## src/rtl/cfa_pkg.sv

```systemverilog
// Shared configuration for the CFA gradient blocks: default widths, the window
// geometry and the loader state encoding.
package cfa_pkg;

    localparam int PIX_W  = 8;
    localparam int WIN    = 5;
    localparam int GRAD_W = 16;
    localparam int NPIX   = WIN * WIN;

    typedef enum logic {
        IDLE = 1'b0,
        LOAD = 1'b1
    } state_t;

endpackage

```

## src/rtl/abs_diff.sv

```systemverilog
// Combinational unsigned absolute difference |a - b|; the result never
// exceeds the operand range, so it keeps the operand width.
module abs_diff #(
    parameter int W = 8
) (
    input  logic [W-1:0] a,
    input  logic [W-1:0] b,
    output logic [W-1:0] y
);

    assign y = (a >= b) ? (a - b) : (b - a);

endmodule

```

## src/rtl/grad_hv_accum.sv

```systemverilog
// Accumulates horizontal and vertical same-colour gradient sums over one
// WIN x WIN Bayer window that arrives serially in raster order after strat.
module grad_hv_accum
    import cfa_pkg::*;
#(
    parameter int PIX_W  = cfa_pkg::PIX_W,
    parameter int WIN    = cfa_pkg::WIN,
    parameter int GRAD_W = cfa_pkg::GRAD_W
) (
    input  logic              clk,
    input  logic              rst,
    input  logic              strat,
    input  logic              pix_valid,
    input  logic [PIX_W-1:0]  pix_in,
    output logic              busy,
    output logic [GRAD_W-1:0] grad_hs,
    output logic [GRAD_W-1:0] grad_vs,
    output logic              ready
);

    localparam int CNT_W = (WIN > 2) ? $clog2(WIN) : 1;
    localparam int VDEP  = 2 * WIN;
    localparam logic [CNT_W-1:0] CNT_TWO  = CNT_W'(2);
    localparam logic [CNT_W-1:0] CNT_LAST = CNT_W'(WIN - 1);

    // Worst case is every term at full scale; the accumulators must never wrap.
    localparam longint unsigned MAX_SUM =
        longint'(WIN) * longint'(WIN - 2) * ((longint'(1) << PIX_W) - 1);

    generate
        if (WIN < 3) begin : g_win_err
            $error("grad_hv_accum: WIN must be at least 3");
        end
        if (MAX_SUM >= (longint'(1) << GRAD_W)) begin : g_range_err
            $error("grad_hv_accum: GRAD_W too narrow for WIN*(WIN-2)*(2^PIX_W-1)");
        end
    endgenerate

    state_t             state;
    logic [CNT_W-1:0]   row;
    logic [CNT_W-1:0]   col;
    logic [GRAD_W-1:0]  acc_h;
    logic [GRAD_W-1:0]  acc_v;
    logic [PIX_W-1:0]   hline [2];
    logic [PIX_W-1:0]   vline [VDEP];

    logic               accept;
    logic               last_pix;
    logic [PIX_W-1:0]   diff_h;
    logic [PIX_W-1:0]   diff_v;
    logic [GRAD_W-1:0]  term_h;
    logic [GRAD_W-1:0]  term_v;
    logic [GRAD_W-1:0]  sum_h;
    logic [GRAD_W-1:0]  sum_v;

    // hline[1] is the pixel two columns back, vline[VDEP-1] two rows back.
    abs_diff #(.W(PIX_W)) u_abs_h (
        .a (pix_in),
        .b (hline[1]),
        .y (diff_h)
    );

    abs_diff #(.W(PIX_W)) u_abs_v (
        .a (pix_in),
        .b (vline[VDEP-1]),
        .y (diff_v)
    );

    assign accept   = (state == LOAD) && pix_valid;
    assign last_pix = (row == CNT_LAST) && (col == CNT_LAST);
    assign term_h   = (col >= CNT_TWO) ? GRAD_W'(diff_h) : '0;
    assign term_v   = (row >= CNT_TWO) ? GRAD_W'(diff_v) : '0;
    assign sum_h    = acc_h + term_h;
    assign sum_v    = acc_v + term_v;

    always_ff @(posedge clk) begin
        if (rst) begin
            state   <= IDLE;
            busy    <= 1'b0;
            ready   <= 1'b0;
            grad_hs <= '0;
            grad_vs <= '0;
            acc_h   <= '0;
            acc_v   <= '0;
            row     <= '0;
            col     <= '0;
            for (int i = 0; i < 2; i++) hline[i] <= '0;
            for (int i = 0; i < VDEP; i++) vline[i] <= '0;
        end else begin
            ready <= 1'b0;
            case (state)
                IDLE: begin
                    if (strat) begin
                        state <= LOAD;
                        busy  <= 1'b1;
                        acc_h <= '0;
                        acc_v <= '0;
                        row   <= '0;
                        col   <= '0;
                        for (int i = 0; i < 2; i++) hline[i] <= '0;
                        for (int i = 0; i < VDEP; i++) vline[i] <= '0;
                    end
                end
                LOAD: begin
                    if (accept) begin
                        hline[0] <= pix_in;
                        hline[1] <= hline[0];
                        vline[0] <= pix_in;
                        for (int i = 1; i < VDEP; i++) vline[i] <= vline[i-1];
                        if (last_pix) begin
                            grad_hs <= sum_h;
                            grad_vs <= sum_v;
                            ready   <= 1'b1;
                            busy    <= 1'b0;
                            state   <= IDLE;
                        end else begin
                            acc_h <= sum_h;
                            acc_v <= sum_v;
                            if (col == CNT_LAST) begin
                                col <= '0;
                                row <= row + 1'b1;
                            end else begin
                                col <= col + 1'b1;
                            end
                        end
                    end
                end
                default: state <= IDLE;
            endcase
        end
    end

endmodule

```

## config.mk

```make
export PLATFORM = sky130hd
export DESIGN_NAME = grad_hv_accum
export DESIGN_NICKNAME = d
export VERILOG_FILES = /design/src/rtl/cfa_pkg.sv /design/src/rtl/abs_diff.sv /design/src/rtl/grad_hv_accum.sv
export SDC_FILE = /design/constraint.sdc
export NUM_CORES = 1
export LEC_CHECK = 0
export CAP_MARGIN = 20
export CORE_MARGIN = 1
export CORE_UTILIZATION = 50
export DETAILED_ROUTE_END_ITERATION = 8
export HOLD_SLACK_MARGIN = 0.05
export PLACE_DENSITY = 0.7
export SLEW_MARGIN = 20
export SYNTH_ARGS = -nofsm -noshare
export SYNTH_HDL_FRONTEND = slang
export SYNTH_SLANG_ARGS = --single-unit
```

## constraint.sdc

```tcl
create_clock -name clk -period 5 [get_ports clk]
set_input_delay 1 -clock clk [delete_from_list [all_inputs] [get_ports clk]]
set_output_delay 1 -clock clk [all_outputs]
set_load 0.03 [all_outputs]
```

==> metrics, run 1 <==
sequential share of power=48.3%; Mapped Cells=874; Final ANT Viol Nets=0; IO Count=46; hold_sp=grad_vs[5]$_SDFFE_PP0P_; DR vias=6533; crit-path cells=clkdlybuf4s50_1 > buf_4 > fa_1 > a21o_1 > a2111oi_4 > o21a_2 > mux2i_1 > xor2_1 > nor2_1 > ha_1 > o21ai_0 > o21a_1 > o31ai_2 > buf_4 > nand4_1 > or3_1 > o21ai_0; Hold Path Sink=grad_vs[5]$_SDFFE_PP0P_; cells on worst reg2reg path=17; multi-input combinational cell area=just over 4000 sq um; H-tree levels=4; Wirelength per Cell=15.2 microns; Final Max Tran Viols=0; Arr. time, crit path=between 5000 and 6000 ps; switching part of the total=roughly 24%; pwr dens=305 nW/um^2; IO buf count=45; std cell rows=47; post-CTS setup buffer count=0; Min-Delay Path Depth=2; sw power=0.785 mW; worst r2r dst=acc_v[15]$_SDFFE_PP0P_; Least-Margin Pin Slew=1030 ps; worst clock skew=between 10 and 15 ps; total die area=18000 sq um; register area share after synthesis=49.7%; Synth Flop Type=edfxtp_1; gr ovfl total=0; Die W=134 microns; worst r2r src=vline[0][72]$_SDFFCE_PN0P_; Fin. Hold Viols=0; Crit path required time=5350 ps; ranking of synthesized cells by area=edfxtp_1 33%, dfxtp_1 17%, ha_1 7.3%, and2_1 6.0%, a21oi_1 3.8%; diode count=0; Final setup viols=0; period utilization=96.4%; layout cells sized above 1=13.4%; Post-DP Area=9870 sq um; clk root buf=clkbuf_16; P_int=2.42 mW; R2R Setup Slk=870 ps; Post-CTS Hold Fix Bufs=0; crit-path leading delay family=compound AO/OA/AOI/OAI gates; post-synth top area cell=edfxtp_1; drt total wl=18200 microns; Post-Syn Area=8750 sq um; number of flops mapped to enable cells by yosys=96; Max transition margin=30.8%; antenna violations before repair=1; worst vdd ir=around 0.00024 V; Leak=4.28 nW; FF+latch area=4340 sq um; Syn. warnings=0; Area Growth Syn to Fin=20.0%; CP Max Fanout=5; Nets=1041; TritonCTS clock tree=yes; worst skew pair latency=430 ps; kind of critical path=input pin to flip-flop; clock share of power=40.1%; Final HPWL DP=12800 microns; Max Cap Viol=0; Num CTS Buffers=17; Hold WS=~450 ps; post-synth cell types=59; Initial Utilization=52.0%; #FFs+latches synth=169; Peak Freq=208 MHz; Filler Cell Count=1420; Initial DRC Count=between 300 and 400; first-pass GRT wire length=30000 microns; Clock Sinks=169; Worst path max stage delay=470 ps; HP Class=flip-flop to flip-flop; RePlAce Congestion=0.955; worst path buffer plus inverter count=3; first drt pass iteration count=5; GRT Total Usage=between 20% and 30%; Async SR Flop Fraction=0%; Die Y=around 130 microns; post-route cell area=10500 sq um; post-synth top area share=between 30% and 40%; Crit. End Element=flip-flop; Reg clk slew, reported paths=about 60 ps; largest net degree at the start of global routing=73; worst-case clock buffer depth=2; mean post-synth cell area=between 10 and 15 sq um; Synth Net Count=943; Comb power frac=11.6%; number of global-route vias before repair=just over 6k; drt via density=5.43; top post-synthesis cells by count=96 x edfxtp_1, 84 x and2_1, 79 x nand2_1; CP startpoint kind=input pin; fin crit period=around 4800 ps; most common cell in the netlist=edfxtp_1; drt drc=0; outcome=completed; CORE AREA=between 15000 and 20000 sq um; Max stage delay cell, worst path=clkdlybuf4s50_1
==> cell families (layout without fill, tap and decap cells) <==
family | after synthesis | after routing | share of synthesized area (%)
simple gates | 319 | 319 | 18.2
compound gates | 192 | 192 | 14.2
flops | 169 | 169 | 49.7
buf+inv | 88 | 198 | 4.05
fa+ha+maj | 57 | 57 | 8.67
xor+xnor | 34 | 34 | 3.40
mux | 15 | 15 | 1.87
==> worst min-delay path, delay by kind of cell, from the launching register on <==
| kind | cells | cell delay [ps] |
|---|---|---|
| flip-flops | 1 | 310 |
| AND/OR/NAND/NOR | 1 | 50 |
| AO/OA/AOI/OAI | 1 | 50 |
==> metal layers <==
layer | GRT usage, % | up-vias | share of wire [%]
li1 | - | 3280 | -
met1 | 30.6 | 3093 | 49
met2 | 32.1 | 137 | 45
met3 | 4.80 | 23 | 4.1
met4 | 5.99 | 0 | 1.5
met5 | 0 | - | 0
==> what timing repair did <==
item	4_1_cts	5_1_grt
pin swaps	0	3
gates resized for setup	1	9
setup endpoints to repair	1	32
cloned	0	0
==> layout by cell type, fill, tap and decap left out, drive strengths merged, types with 5 or more instances in the layout <==
| cell | netlist | layout |
|---|---|---|
| nor2b | 8 | 8 |
| xnor2 | 18 | 18 |
| buf | 7 | 75 |
| nand4 | 6 | 6 |
| and2 | 84 | 84 |
| a31oi | 7 | 7 |
| nor2 | 70 | 70 |
| a21o | 13 | 13 |
| a21oi | 67 | 67 |
| a211oi | 20 | 20 |
| nand2b | 6 | 6 |
| clkbuf | 33 | 18 |
| o21a | 5 | 5 |
| and3 | 7 | 7 |
| mux2 | 5 | 5 |
| edfxtp | 96 | 96 |
| ha | 51 | 51 |
| inv | 48 | 52 |
| clkdlybuf4s50 | 0 | 43 |
| mux2i | 10 | 10 |
| o21ai | 38 | 38 |
| nand3 | 21 | 21 |
| clkinv | 0 | 5 |
| or3 | 7 | 7 |
| fa | 6 | 6 |
| xor2 | 16 | 16 |
| dfxtp | 73 | 73 |
| nand2 | 79 | 79 |
| nor3 | 21 | 21 |
==> state kept, by name (all words and copies together) (netlist names) <==
name,cells
acc_v,16
hline,16
vline,80
row,3
grad_hs,16
acc_h,16
busy,1
ready,1
col,3
state,1
grad_vs,16
==> cell type report <==
type                    count  share of cell area [%]
multi-input cells         617                    39.2
inverters                  48                    1.72
well taps                 220                    2.62
clock buffers              18                    4.09
flip-flops and latches    169                    41.4
repair buffers            119                    9.56
clock inverters            13                    1.38
==> worst max-delay path by stage <==
stage | start | to | slack (ps) | cells after the start
finish | pix_in[1] | acc_v[15]$_SDFFE_PP0P_ | 180 | 17
global route | pix_in[1] | grad_vs[12]$_SDFFE_PP0P_ | -7 | 16
CTS | pix_in[0] | grad_vs[10]$_SDFFE_PP0P_ | 60 | 18
detailed placement | pix_in[0] | grad_vs[10]$_SDFFE_PP0P_ | -420 | 18
global placement | pix_in[0] | grad_vs[12]$_SDFFE_PP0P_ | -300 | 18
floorplan | pix_in[0] | acc_v[15]$_SDFFE_PP0P_ | 420 | 18
==> power by group through the flow <==
stage | Sequential, mW | Clock (mW) | Combinational, mW
5_1_grt | 1.55 | 1.37 | 0.408
6_report | 1.55 | 1.29 | 0.371
4_1_cts | 1.55 | 1.31 | 0.363
3_3_place_gp | 1.58 | 0 | 0.357
3_5_place_dp | 1.58 | 0 | 0.361
2_1_floorplan | 1.57 | 0 | 0.244
==> metrics by stage <==
stage	setup slack (ps)	std cells	power, mW	utilization [%]	TNS (ps)
finish	182	1204	3.20	62.4	0
global route	-6.96	1204	3.33	62.4	-6.96
CTS	58.8	1204	3.22	62.1	0
detailed placement	-418	1173	1.94	58.7	-11050
global placement	-305	1173	1.93	58.7	-7490
floorplan	417	874	1.82	-	0
Power figures use the tool's default switching activity.
==> run 2: changes to the inputs <==
TNS_END_PERCENT = 5   (was default)
==> results of run 2 <==
Final layout, timing and power as in run 1 (identical DEF).
==> run 3: changes to the inputs <==
CORE_UTILIZATION = 60   (was 50)
PLACE_DENSITY = 0.82   (was 0.7)
==> run 3 against run 2 <==
Effect of this change:
- global-route usage rose by 4.4 points
- non-clock buffer count fell by 3
- first-iteration DRC count rose by 75%
- clock-buffer cell count rose by 2
- utilization rose by 12 points
- power rose by 2.0%
- clock skew fell by 5.4 ps
- setup slack got worse by 8.9 ps
- critical path depth rose by 3
- hold slack got worse by 1.9 ps
- critical endpoint is now grad_hs[6]$_SDFFE_PP0P_
- largest power group unchanged
==> metrics, run 3 (same netlist as run 1, synthesis figures left out) <==
R2R Setup Slk=900 ps; worst vdd ir=0.000221 V; Peak Freq=207 MHz; Biggest register=vline; Die Y=around 120 microns; kind of critical path=input pin to flip-flop; Clock Sinks=169; CP startpoint kind=input pin; Final setup viols=0; drt drc=0; worst r2r dst=grad_vs[10]$_SDFFE_PP0P_; worst skew pair latency=430 ps; Max Cap Viol=0; CP Max Fanout=7; Final ANT Viol Nets=0; Fin. Hold Viols=0; clk root buf=clkbuf_16; pwr dens=311 nW/um^2; TritonCTS clock tree=yes; Final Max Tran Viols=0; Largest register FFs=80; HP Class=flip-flop to flip-flop; Post-CTS Hold Fix Bufs=0; Min-Delay Path Depth=2; outcome=completed; diode count=0; first-pass GRT wire length=29600 microns; layout cells sized above 1=approximately 14%; most common cell after layout, fill and taps aside=edfxtp_1; final cell count without fillers=roughly 1.2k; DR vias=6636; Reg clk slew, reported paths=approximately 60 ps; first drt pass iteration count=5; Leak=4.25 nW; worst r2r src=vline[0][72]$_SDFFCE_PN0P_; cells on worst reg2reg path=16; Wirelength per Cell=16.0 microns; most frequent cells in the layout=96 x edfxtp_1, 84 x and2_1, 78 x nand2_1; period utilization=96.5%; Initial Utilization=between 60% and 70%; Num CTS Buffers=17; Initial DRC Count=677; IO Count=46; hold_sp=grad_vs[1]$_SDFFE_PP0P_; DRT met1 WL=8710 microns; Max transition margin=29.3%; CORE AREA=14000 sq um; total die area=15100 sq um; RSZ-0062 raised after global routing=true; largest net degree at the start of global routing=73; Crit path required time=about 5400 ps; fin crit period=about 4800 ps; GRT Total Usage=25.7%; DR WL met3=933 microns; H-tree levels=4; Arr. time, crit path=5180 ps; Filler Cell Count=923; std cell rows=43; Crit. End Element=flip-flop; gr ovfl total=0; drt via density=5.71; drt total wl=18600 microns; Met2 Wirelength=approximately 8600 microns; Hold WS=452 ps; Least-Margin Pin Slew=1060 ps; dpl cells=approximately 1.1k; IO buf count=45; worst clock skew=about 7 ps; Final HPWL DP=12400 microns; antenna violations before repair=0; Area Growth Syn to Fin=20.2%; Die W=123 microns; number of global-route vias before repair=6130; uppermost layer routed=met4; RePlAce Congestion=between 0.9 and 1; Hold Path Sink=grad_vs[1]$_SDFFE_PP0P_; Nets=1038; worst-case clock buffer depth=2
run 3: power by group:
group / switching (mW) / internal, mW / leakage [nW]
logic: 0.224 / 0.157 / 2.32
clock network: 0.544 / 0.793 / 0.282
registers: 0.0185 / 1.53 / 1.65
total: 0.787 / 2.48 / 4.25
run 3: worst max-delay path, stage by stage:
cell and delay [ps]:
clkdlybuf4s50_1 470, inv_1 100, buf_4 120, ha_1 150, inv_1 50, fa_1 380
a21o_1 210, a2111oi_4 350, o41ai_4 150, mux2_2 330, a311o_1 360, o21ai_2 90
ha_4 240, and3_1 190, a22oi_2 180, buf_4 160, nor2b_1 170, xnor2_1 190
nand2_1 130, a21oi_2 170
run 3: how the worst max path moves through the flow:
stage	end	depth (start not counted)	start	slack [ps]
after floorplan	acc_v[15]$_SDFFE_PP0P_	18	pix_in[0]	420
after global placement	grad_hs[10]$_SDFFE_PP0P_	19	pix_in[0]	-310
after detailed placement	acc_v[15]$_SDFFE_PP0P_	18	pix_in[0]	-390
after CTS	acc_v[15]$_SDFFE_PP0P_	18	pix_in[0]	9
after global routing	grad_vs[10]$_SDFFE_PP0P_	18	pix_in[0]	-40
final	grad_hs[6]$_SDFFE_PP0P_	20	pix_in[0]	170
run 3: timing repair:
item | 4_1_cts | 5_1_grt
gates resized for setup | 0 | 21
hold endpoints to repair | 0 | 0
buffers inserted | 0 | 2
endpoints found under the setup margin | 0 | 41
run 3: final cells by class:
| type | instances | area [sq um] | area share [%] |
|---|---|---|---|
| clock buffer | 20 | 437 | 4.15 |
| clock inverter | 12 | 165 | 1.57 |
| inverter | 48 | 180 | 1.71 |
| multi-input combinational | 617 | 4180 | 39.8 |
| sequential | 169 | 4340 | 41.3 |
| tap | 180 | 225 | 2.14 |
| timing repair buffer | 116 | 978 | 9.31 |
run 3: through the flow:
step	setup slack, ps	utilization, %	instance area (sq um)	TNS, ps	total power, mW
2_1_floorplan	417	-	8750	0	1.82
3_3_place_gp	-315	69.6	9780	-7640	1.93
3_5_place_dp	-385	69.6	9780	-9450	1.94
4_1_cts	8.56	73.9	10400	0	3.26
5_1_grt	-37.8	74.9	10500	-75.3	3.38
6_report	173	74.9	10500	0	3.27
run 3: metal layers:
layer	up-vias	track usage (%)
li1	3267	-
met1	3153	35.8
met2	178	39.4
met3	38	4.97
met4	0	10.2
met5	-	0
==> patch 1, RTL diff (settings of run 1) <==
The package constant `WIN` goes from 5 to 10.
--- a/src/rtl/cfa_pkg.sv
+++ b/src/rtl/cfa_pkg.sv
@@ -4,5 +4,5 @@
 
     localparam int PIX_W  = 8;
-    localparam int WIN    = 5;
+    localparam int WIN    = 10;
     localparam int GRAD_W = 16;
     localparam int NPIX   = WIN * WIN;
Function: no difference found for any inputs over 4 cycles, from zero or initial values and one cycle with rst high; that may be too few to reach the edited logic, so the function may still have changed.
==> patch 1 against run 1 <==
Power increased by 47%; maximum frequency rose by 2.8%; routed wire length rose by 24%; synthesized area grew 35%; setup slack improved by 0.13 ns; design area increased by 35%; sequential cell count rose by 82; clock power rose by 50%; final cell count rose by 24%.
==> patch 1: results (changes against run 1) <==
* CTS clk-pin slew, worst paths at 0.05 ns
* Sw Share at 22.3% (was 24.5%)
* Sequential share of power at 50.2% (was 48.3%)
* H-Tree Depth at 1 (was 4)
* Top post-synthesis cells by area: edfxtp_1 (45%), dfxtp_1 (13%), and2_1 (8.7%), ha_1 (5.2%), a21oi_1 (2.5%) (was edfxtp_1 (33%), dfxtp_1 (17%), ha_1 (7.3%), and2_1 (6.0%), a21oi_1 (3.8%))
* M2 GR Usage at 30.2% (was 32.1%)
* Metal3 WL at 824 microns (was 745 microns)
* Max reg flops at 160 (was 80)
* Post-synthesis sequential area ratio at 57.5% (was 49.7%)
* Final #Nets at 1,224 (was 1,041)
* Largest delay share family, worst path: simple AND/OR/NAND/NOR gates (was compound AO/OA/AOI/OAI gates)
* Routability cong. at 0.869 (was 0.955)
* WL final at 22,700 microns (was 18,200 microns)
* M1 GR Usage at 27.6% (was 30.6%)
* Placed Cells at 1,440 (was 1,173)
* Initial antenna violation count at 0 (was 1)
* P_clk at 0.00193 W (was 0.00129 W)
* Vias in the first global route at 7,473 (was 6,053)
* Dpl ws at -0.277 ns (was -0.418 ns)
* Post-Route M1 WL at 11,200 microns (was 9020 microns)
* Total Routing Usage GR at 19.1% (was 21.3%)
* Met3 GRT Util at 2.56% (was 4.80%)
* Largest net degree at the start of global routing at 94 (was 73)
* Status: finished, final reports clean (unchanged)
* CTS max path bufs at 3 (was 2)
* Worst-Skew Late Latency at 0.54 ns (was 0.43 ns)
* Iter 0 DRT Violations at 419 (was 387)
* Avg Cell Area, Syn at 11.5 sq um (was 10.0 sq um)
* Post-synth EDFFs at 176 (was 96)
* Vias per cell at 5.19 (was 5.43)
* DP HPWL at 15,300 microns (was 12,800 microns)
* Num CTS Buffers at 28 (was 17)
* Arrival time at the worst endpoint at 5.16 ns (was 5.17 ns)
* Proportion of layout cells with a drive suffix above 1 at 14.0% (was 13.4%)
* DR WL met2 at 10,300 microns (was 8200 microns)
* Max Clock Skew at 0.00873 ns (was 0.0123 ns)
==> patch 1: cell count changes after synthesis, sizes merged, moves of 18 or more <==
cell,delta
edfxtp,+80
and2,+81
nand2,-18
o21ai,-19
==> patch 1: path summary, 6_finish.rpt <==
kind / startpoint / to / slack (ns) / cells after the start
worst max register to register: vline[4][24]$_SDFFCE_PP0P_ / acc_v[13]$_SDFFE_PP0P_ / 1.00 / 18
worst max-delay path: pix_in[0] / acc_v[13]$_SDFFE_PP0P_ / 0.31 / 20
worst min register to register: grad_vs[4]$_SDFFE_PP0P_ / grad_vs[4]$_SDFFE_PP0P_ / 0.45 / 2
worst min-delay path: grad_vs[4]$_SDFFE_PP0P_ / grad_vs[4]$_SDFFE_PP0P_ / 0.45 / 2
==> patch 1: cells by family (layout without fill, tap and decap cells) <==
group	after synthesis	count (layout)	synth area share (%)
AOI/OAI and AO/OA	185	185	11.1
xor gates and xnor gates	36	36	2.67
adders and majority gates	55	55	6.21
buffers and inverters	91	238	3.08
DFF	251	251	57.5
muxes	8	8	0.731
and+or+nand+nor	402	402	18.7
==> patch 1: repair_timing <==
item                                    4_1_cts  5_1_grt
endpoints found under the setup margin        0        5
setup buffers                                 0        0
gates resized for setup                       0        8
==> patch 1: final cells by class <==
type,count,area (sq um)
Fill cell,1796,8780
Sequential cell,251,6790
Multi-Input combinational cell,686,4690
Timing Repair Buffer,144,1230
Clock buffer,41,759
Tap cell,313,392
Inverter,46,173
Clock inverter,7,106
==> patch 1: through the flow <==
stage | area, sq um | power (W) | TNS (ns)
final | 14100 | 0.00470 | 0
after detailed placement | 13200 | 0.00282 | -4.32
after global routing | 14100 | 0.00488 | 0
after global placement | 13200 | 0.00282 | -1.78
after floorplan | 11800 | 0.00265 | 0
after CTS | 14100 | 0.00475 | 0
==> patch 2, RTL diff (flow settings as in run 1) <==
Made on the original files. Make the reset (`rst`) asynchronous in one clocked block.
--- a/src/rtl/grad_hv_accum.sv
+++ b/src/rtl/grad_hv_accum.sv
@@ -74,5 +74,5 @@
     assign sum_v    = acc_v + term_v;
 
-    always_ff @(posedge clk) begin
+    always_ff @(posedge clk or posedge rst) begin
         if (rst) begin
             state   <= IDLE;
Behaviour: differs if rst is asserted again (counterexample within 4 cycles, from zero or initial values and one cycle with rst high); with rst held inactive, the same outputs for 10 cycles.
==> patch 2 against run 1 <==
Die area is 3.1% lower; routed wire length is 4.8% higher; setup slack better by 0.42 ns; critical path type unchanged; hold slack better by 0.023 ns; critical path depth stayed put; synthesized area is 3.1% lower; design area is 6.6% lower; sequential cell count is 16 lower.
Power is not compared: it rests on default switching activity, and its combinational part moved more than twofold at a synthesized area within 25%.
==> patch 2: results (changes against run 1) <==
* Initial antenna violation count at 0 (was 1)
* M2 GR Usage at 35.4% (was 32.1%)
* Fraction of registers with async set/reset at 100% (was 0%)
* Worst R2R Setup Slack at 1.35 ns (was 0.87 ns)
* Iter 0 DRT Violations at 500 (was 387)
* Avg Cell Area, Syn at 9.46 sq um (was 10.0 sq um)
* Worst hold start: grad_hs[3]$_DFFE_PP0P_ (was grad_vs[5]$_SDFFE_PP0P_)
* Placed Cells at 1,128 (was 1,173)
* Status: finished, final reports clean (unchanged)
* R2r startpoint: hline[0]$_DFFE_PP0P_ (was vline[0][72]$_SDFFCE_PN0P_)
* Hold WS at 0.476 ns (was 0.454 ns)
* Max Clock Skew at 0.0132 ns (was 0.0123 ns)
* Synth Flop Type: dfrtp_1 (was edfxtp_1)
* Top post-synthesis cells by area: dfrtp_1 (45%), ha_1 (7.7%), a22o_1 (7.0%), nand2_1 (5.9%), o21ai_0 (4.3%) (was edfxtp_1 (33%), dfxtp_1 (17%), ha_1 (7.3%), and2_1 (6.0%), a21oi_1 (3.8%))
* Metal3 WL at 793 microns (was 745 microns)
* Netlist cell types at 55 (was 59)
* Final Non-Filler Cells at 1,159 (was 1,204)
* Largest net degree at the start of global routing at 95 (was 73)
* Dpl ws at 0.207 ns (was -0.418 ns)
* Worst r2r path cells at 15 (was 17)
* FF-to-FF End: acc_h[15]$_DFFE_PP0P_ (was acc_v[15]$_SDFFE_PP0P_)
* Total Routing Usage GR at 23.2% (was 21.3%)
* Post-synthesis sequential area ratio at 45.2% (was 49.7%)
* Final #Nets at 997 (was 1,041)
* M1 GR Usage at 33.1% (was 30.6%)
* Routability cong. at 0.917 (was 0.955)
* Met3 GRT Util at 5.23% (was 4.80%)
* Proportion of layout cells with a drive suffix above 1 at 6.39% (was 13.4%)
* Tcrit/Tclk final at 87.9% (was 96.4%)
patch 2: power by group through the flow:
stage / Clock [W] / Combinational (W) / Sequential, W
6_report: 0.00143 / 0.00203 / 0.00168
5_1_grt: 0.00150 / 0.00227 / 0.00171
4_1_cts: 0.00145 / 0.00202 / 0.00168
3_5_place_dp: 0 / 0.00200 / 0.00169
3_3_place_gp: 0 / 0.00198 / 0.00169
2_1_floorplan: 0 / 0.00147 / 0.00170
patch 2: cells by family after synthesis:
family                     Yosys count  synth area share, %
buffers and inverters              101                 4.68
DFF                                153                 45.2
AOI/OAI and AO/OA                  266                 21.8
and+or+nand+nor                    289                 16.2
muxes                                4                0.472
adders and majority gates           58                 9.09
xor gates and xnor gates            25                 2.58
patch 2: area by class of cell:
type | instances | area [sq um]
Sequential cell | 153 | 3830
Fill cell | 1429 | 6780
Inverter | 51 | 195
Clock buffer | 23 | 488
Timing Repair Buffer | 62 | 591
Tap cell | 220 | 275
Clock inverter | 8 | 165
Multi-Input combinational cell | 642 | 4260
